`config.mk`:
```
export PLATFORM = sky130hd
export DESIGN_NAME = fpmul_seq
export DESIGN_NICKNAME = d
export VERILOG_FILES = /design/src/rtl/fpmul_seq.sv
export SDC_FILE = /design/constraint.sdc
export NUM_CORES = 1
export LEC_CHECK = 0
export CORE_MARGIN = 1.5
export CORE_UTILIZATION = 60
export CTS_CLUSTER_DIAMETER = 40
export DETAILED_ROUTE_END_ITERATION = 8
export PLACE_DENSITY = 0.87
export SYNTH_ARGS = -nofsm -noshare
export SYNTH_HDL_FRONTEND = slang
export SYNTH_SLANG_ARGS = --single-unit
```
`constraint.sdc`:
```
create_clock -name clk -period 11.1 [get_ports clk]
set_clock_uncertainty 0.05 [all_clocks]
set_input_delay 2.22 -clock clk [delete_from_list [all_inputs] [get_ports clk]]
set_output_delay 2.22 -clock clk [all_outputs]
set_load 0.01 [all_outputs]
```
`src/rtl/fpmul_seq.sv`:
```
// fpmul_seq: sequential IEEE-754 multiplier with a parameterised format.
// One multiplier bit is consumed per cycle by a shift-add datapath. The
// result is rounded to nearest-even. Subnormal inputs are flushed to zero.
// Ports:
//   clk, reset          clock and synchronous active-high reset
//   in_valid/in_ready   operand handshake; in_ready is high only in IDLE
//   dataA, dataB        operands, captured on the accepting edge
//   out_valid/out_ready result handshake; result is held until retired
//   dataR               packed result
//   flags               {invalid, overflow, underflow, inexact}
module fpmul_seq #(
    parameter int EXP_W = 8,
    parameter int MAN_W = 23
) (
    input  logic                   clk,
    input  logic                   reset,
    input  logic                   in_valid,
    output logic                   in_ready,
    input  logic [EXP_W+MAN_W:0]   dataA,
    input  logic [EXP_W+MAN_W:0]   dataB,
    output logic                   out_valid,
    input  logic                   out_ready,
    output logic [EXP_W+MAN_W:0]   dataR,
    output logic [3:0]             flags
);
    localparam int W    = 1 + EXP_W + MAN_W;
    localparam int M    = MAN_W + 1;
    localparam int BIAS = (1 << (EXP_W - 1)) - 1;
    localparam int CW   = $clog2(M);
    localparam int EW   = EXP_W + 2;
    localparam int EMAX = (1 << EXP_W) - 1;

    localparam logic [W-1:0] QNAN = {1'b0, {EXP_W{1'b1}}, 1'b1, {(MAN_W-1){1'b0}}};

    typedef enum logic [2:0] {S_IDLE, S_CHECK, S_MULT, S_NORM, S_OUT} state_t;

    state_t           r_state;
    logic [W-1:0]     r_a, r_b;
    logic [2*M-1:0]   r_acc;
    logic [2*M-1:0]   r_mcand;
    logic [M-1:0]     r_mplier;
    logic [CW-1:0]    r_cnt;
    logic             r_out_valid;
    logic [W-1:0]     r_dataR;
    logic [3:0]       r_flags;

    // ---------------- operand unpack ----------------
    logic             w_sign;
    logic [EXP_W-1:0] w_ea, w_eb;
    logic [MAN_W-1:0] w_fa, w_fb;
    logic             w_a_zero, w_b_zero, w_a_inf, w_b_inf, w_a_nan, w_b_nan;
    logic             w_a_snan, w_b_snan;

    assign w_sign   = r_a[W-1] ^ r_b[W-1];
    assign w_ea     = r_a[W-2 -: EXP_W];
    assign w_eb     = r_b[W-2 -: EXP_W];
    assign w_fa     = r_a[MAN_W-1:0];
    assign w_fb     = r_b[MAN_W-1:0];
    assign w_a_zero = (w_ea == '0);
    assign w_b_zero = (w_eb == '0);
    assign w_a_inf  = (&w_ea) && (w_fa == '0);
    assign w_b_inf  = (&w_eb) && (w_fb == '0);
    assign w_a_nan  = (&w_ea) && (|w_fa);
    assign w_b_nan  = (&w_eb) && (|w_fb);
    assign w_a_snan = w_a_nan && !w_fa[MAN_W-1];
    assign w_b_snan = w_b_nan && !w_fb[MAN_W-1];

    // ---------------- special-case resolution ----------------
    logic             w_special;
    logic [W-1:0]     w_sp_res;
    logic [3:0]       w_sp_flags;

    always_comb begin
        w_special  = 1'b1;
        w_sp_res   = '0;
        w_sp_flags = '0;
        if (w_a_nan || w_b_nan) begin
            w_sp_res   = QNAN;
            w_sp_flags = {w_a_snan | w_b_snan, 3'b000};
        end else if ((w_a_zero && w_b_inf) || (w_a_inf && w_b_zero)) begin
            w_sp_res   = QNAN;
            w_sp_flags = 4'b1000;
        end else if (w_a_inf || w_b_inf) begin
            w_sp_res   = {w_sign, {EXP_W{1'b1}}, {MAN_W{1'b0}}};
        end else if (w_a_zero || w_b_zero) begin
            w_sp_res   = {w_sign, {(W-1){1'b0}}};
        end else begin
            w_special  = 1'b0;
        end
    end

    // ---------------- normalise / round ----------------
    // Exponents are handled as two's complement in EW bits; the sign bit
    // flags underflow and the magnitude can never wrap for valid inputs.
    logic [EW-1:0]    w_e0, w_e1, w_e2;
    logic [MAN_W-1:0] w_frac, w_frac_r;
    logic [MAN_W:0]   w_fr_sum;
    logic             w_g, w_s, w_rup, w_ovf, w_udf;
    logic [W-1:0]     w_n_res;
    logic [3:0]       w_n_flags;

    assign w_e0 = EW'(w_ea) + EW'(w_eb) - EW'(BIAS);

    always_comb begin
        if (r_acc[2*M-1]) begin
            w_frac = r_acc[2*M-2 -: MAN_W];
            w_g    = r_acc[M-1];
            w_s    = |r_acc[M-2:0];
            w_e1   = w_e0 + EW'(1);
        end else begin
            w_frac = r_acc[2*M-3 -: MAN_W];
            w_g    = r_acc[M-2];
            w_s    = |r_acc[M-3:0];
            w_e1   = w_e0;
        end
    end

    assign w_rup    = w_g & (w_s | w_frac[0]);
    assign w_fr_sum = {1'b0, w_frac} + (MAN_W+1)'(w_rup);
    // A carry out of the fraction means the significand rolled to 2.0.
    assign w_frac_r = w_fr_sum[MAN_W] ? '0 : w_fr_sum[MAN_W-1:0];
    assign w_e2     = w_fr_sum[MAN_W] ? w_e1 + EW'(1) : w_e1;
    assign w_ovf    = !w_e2[EW-1] && (w_e2 >= EW'(EMAX));
    assign w_udf    = w_e2[EW-1] || (w_e2 == '0);

    always_comb begin
        if (w_ovf) begin
            w_n_res   = {w_sign, {EXP_W{1'b1}}, {MAN_W{1'b0}}};
            w_n_flags = 4'b0101;
        end else if (w_udf) begin
            w_n_res   = {w_sign, {(W-1){1'b0}}};
            w_n_flags = 4'b0011;
        end else begin
            w_n_res   = {w_sign, w_e2[EXP_W-1:0], w_frac_r};
            w_n_flags = {3'b000, w_g | w_s};
        end
    end

    // ---------------- control FSM ----------------
    always_ff @(posedge clk) begin
        if (reset) begin
            r_state     <= S_IDLE;
            r_a         <= '0;
            r_b         <= '0;
            r_acc       <= '0;
            r_mcand     <= '0;
            r_mplier    <= '0;
            r_cnt       <= '0;
            r_out_valid <= 1'b0;
            r_dataR     <= '0;
            r_flags     <= '0;
        end else begin
            case (r_state)
                S_IDLE: begin
                    if (in_valid) begin
                        r_a     <= dataA;
                        r_b     <= dataB;
                        r_state <= S_CHECK;
                    end
                end
                S_CHECK: begin
                    if (w_special) begin
                        r_dataR     <= w_sp_res;
                        r_flags     <= w_sp_flags;
                        r_out_valid <= 1'b1;
                        r_state     <= S_OUT;
                    end else begin
                        r_acc    <= '0;
                        r_mcand  <= {{M{1'b0}}, 1'b1, w_fb};
                        r_mplier <= {1'b1, w_fa};
                        r_cnt    <= '0;
                        r_state  <= S_MULT;
                    end
                end
                S_MULT: begin
                    r_acc    <= r_acc + (r_mplier[0] ? r_mcand : '0);
                    r_mcand  <= r_mcand << 1;
                    r_mplier <= r_mplier >> 1;
                    r_cnt    <= r_cnt + CW'(1);
                    if (r_cnt == CW'(M-1))
                        r_state <= S_NORM;
                end
                S_NORM: begin
                    r_dataR     <= w_n_res;
                    r_flags     <= w_n_flags;
                    r_out_valid <= 1'b1;
                    r_state     <= S_OUT;
                end
                S_OUT: begin
                    if (out_ready) begin
                        r_out_valid <= 1'b0;
                        r_state     <= S_IDLE;
                    end
                end
                default: r_state <= S_IDLE;
            endcase
        end
    end

    assign in_ready  = (r_state == S_IDLE);
    assign out_valid = r_out_valid;
    assign dataR     = r_dataR;
    assign flags     = r_flags;

endmodule

```
==> results.json <==
{
  "final_util": 0.718,
  "clkLatencyLatePin_ps": 530,
  "power_frac_comb": 0.216,
  "maxSlewHeadroom": 0.215,
  "timing_worst_setup_path_type": "register to register",
  "synth-edff-count": 0,
  "syn_avg_cell_area_um2": 7.86,
  "fin_ws_ps": 6450,
  "place_area_um2": 14600,
  "rsz0062_at_grt": "false",
  "cp.required_ps": 11500,
  "max_stage_delay_ps": 890,
  "cts_tree": "done",
  "yosysTopAreaCell": "dfxtp_1",
  "finalHoldViolations": 0,
  "stdcell_count": 2074,
  "drive_gt1_frac": 0.0658,
  "nFillCells": 1686,
  "worstMarginPinSlew_ps": 1170,
  "yosysUniqueCellTypes": 90,
  "hp-class": "register to register",
  "hold_slack_ps": 404,
  "cts_root_buffer": "clkbuf_16",
  "dr.pass1.iters": 8,
  "crit_path_frequent_cell": "ha_1",
  "max-cap-violations": 0,
  "io_buffers": 105,
  "post_cts_resized": 0,
  "hpwl_um": 24400,
  "netlist_instances": 1718,
  "switching_share": 0.324,
  "post-place-ws_ps": 6580,
  "globalRoute.totalOverflow": 0,
  "gr-usage-met3": 0.0420,
  "cp-start-kind": "register",
  "cts_made_buffers": 34,
  "finalInstanceArea_um2": 15800,
  "met1_usage": 0.378,
  "yosysTopAreaCellShare": 0.340,
  "min_period_over_period": 0.419,
  "wl_um": 35400,
  "violations": "DRC",
  "core_um2": 22000,
  "p_sw_mw": 0.853,
  "drv_slew": 0,
  "synth-seq-area-share": 0.340,
  "status": "complete, but fails checks",
  "clock_sinks": 229,
  "initial_utilization": 0.615,
  "setup_tns_ps": 0,
  "critical_path_peak_fanout": 23,
  "intPower_mw": 1.78,
  "die_w_um": 153,
  "grt_max_degree": 117,
  "syn2layout_area_growth_pct": 16.8,
  "rrSetupSlack_ps": 6450,
  "post_cts_buffers": 0,
  "via_count": 13000,
  "wl_per_cell_um": 17.1,
  "clockPowerShare": 0.418,
  "path_clk_slew_ps": 50,
  "remaining_drc_errors": 8,
  "p_leak_nw": 6.03,
  "synth_area_leaders": "dfxtp_1 34%, nand2_1 7.9%, a21oi_1 7.8%",
  "placed_cells": 2013,
  "critical_path.cell_chain": "ha_1 -> ha_1 -> fa_1 -> a211o_1 -> and2_4 -> a2111oi_0 -> nand2_1 -> o2bb2ai_1 -> a31oi_1 -> nor3_1 -> buf_4 -> nor4b_4 -> a32o_1",
  "antennaDiodeCount": 0,
  "nets": 1906,
  "ys_ff_latch": 229,
  "placementRows": 54,
  "dieArea_um2": 23400,
  "synth_commonest_cells": "285 x nand2_1, 229 x dfxtp_1, 211 x a21oi_1",
  "gr-usage-all-layers": 0.299,
  "arrival_ps": 5040,
  "period_minus_slack_ps": 4650,
  "ios": 106,
  "cp-end-kind": "register",
  "die_h_um": 153,
  "initialDrtViolationCount": 1160,
  "ys_warn_count": 0,
  "synth.cell_area_um2": 13500,
  "multi_input_area_um2": 8400,
  "grt_pass1_vias": 12500,
  "avgViaCountPerCell": 6.27,
  "routabilityCongestion": 0.942,
  "p_total_mw": 2.63,
  "antenna_found_initial": 0,
  "hold_buffers": 0,
  "crit_slowest_cell": "nor4b_4",
  "post-synth-top-count-cell": "nand2_1",
  "synth_fp_nets": 1855,
  "top_usage_layer": "met2",
  "clock_path_buffers": 3,
  "synth_top_flop_cell": "dfxtp_1",
  "vdd_drop_max_mv": 0.126,
  "grt_pass1_wl_um": 59200,
  "seq_power_share": 0.366,
  "ant_nets": 0,
  "async_flop_share": 0,
  "report.final.setup_viol": 0,
  "cts_max_level": 2,
  "seq_area_um2": 4590,
  "grtUsageMet2": 0.511,
  "fmax_mhz": 215,
  "power_density_nw_per_um2": 167
}
==> critical path, delay by kind of cell (launching register included) <==
| family | cells | cell delay [ps] |
|---|---|---|
| adder cells (fa/ha/maj) | 3 | 940 |
| AO/OA/AOI/OAI | 5 | 1460 |
| buffers and inverters | 1 | 200 |
| AND/OR/NAND/NOR | 4 | 1520 |
| flip-flops | 1 | 400 |
==> path summary, 6_finish.rpt <==
check	from	end	depth (start not counted)
max reg2reg	r_a[24]	dataR[4]	13
min reg2reg	r_mplier[10]	r_mplier[10]	2
min	r_mplier[10]	r_mplier[10]	2
max	r_a[24]	dataR[4]	13
==> kinds of logic (layout without fill, tap and decap cells) <==
kind of cell    Yosys count  in the layout  share of synthesized area
fa+ha+maj                69             69                     0.0651
buf+inv                 132            208                     0.0398
xor+xnor                 61             61                     0.0407
compound gates          481            481                      0.231
flops                   229            229                      0.340
simple gates            713            713                      0.258
mux                      33             33                     0.0259
==> sequential cells by signal, summed over array words and instances (netlist names) <==
name       cells
r_a           32
r_b           32
out_valid      1
r_mplier      24
r_cnt          5
r_mcand       48
r_state        3
flags          4
r_acc         48
dataR         32
==> metal layers <==
metal / vias up / share of wire
li1: 6317 / -
met1: 6099 / 0.42
met2: 474 / 0.48
met3: 116 / 0.060
met4: 0 / 0.036
met5: - / 0
==> cells in the final DEF, fill, tap and decap left out, drive strengths merged, types with 28 or more instances in the layout <==
cell and instances:
a22oi 39, o21ai 46, nand3 80, a21o 28, ha 67, and2 56, nor2 113, xnor2 38
clkdlybuf4s50 104, inv 33, clkbuf 41, a21oi 212, dfxtp 229, nor4 43, nand2 285
==> power by group through the flow <==
stage                     clock network, mW  registers (mW)  logic (mW)
after detailed placement                  0           0.978       0.558
after CTS                              1.11           0.963       0.565
final                                  1.10           0.964       0.570
after global routing                   1.14           0.973       0.627
after global placement                    0           0.973       0.546
after floorplan                           0           0.965       0.393
==> layout make-up <==
class	count	area share
multi-input cells	1357	0.532
repair buffers	118	0.0729
clock inverters	20	0.0179
inverters	29	0.00690
flip-flops and latches	229	0.291
clock buffers	41	0.0569
well taps	280	0.0222
Note: power is estimated with default switching activity, not from simulation.
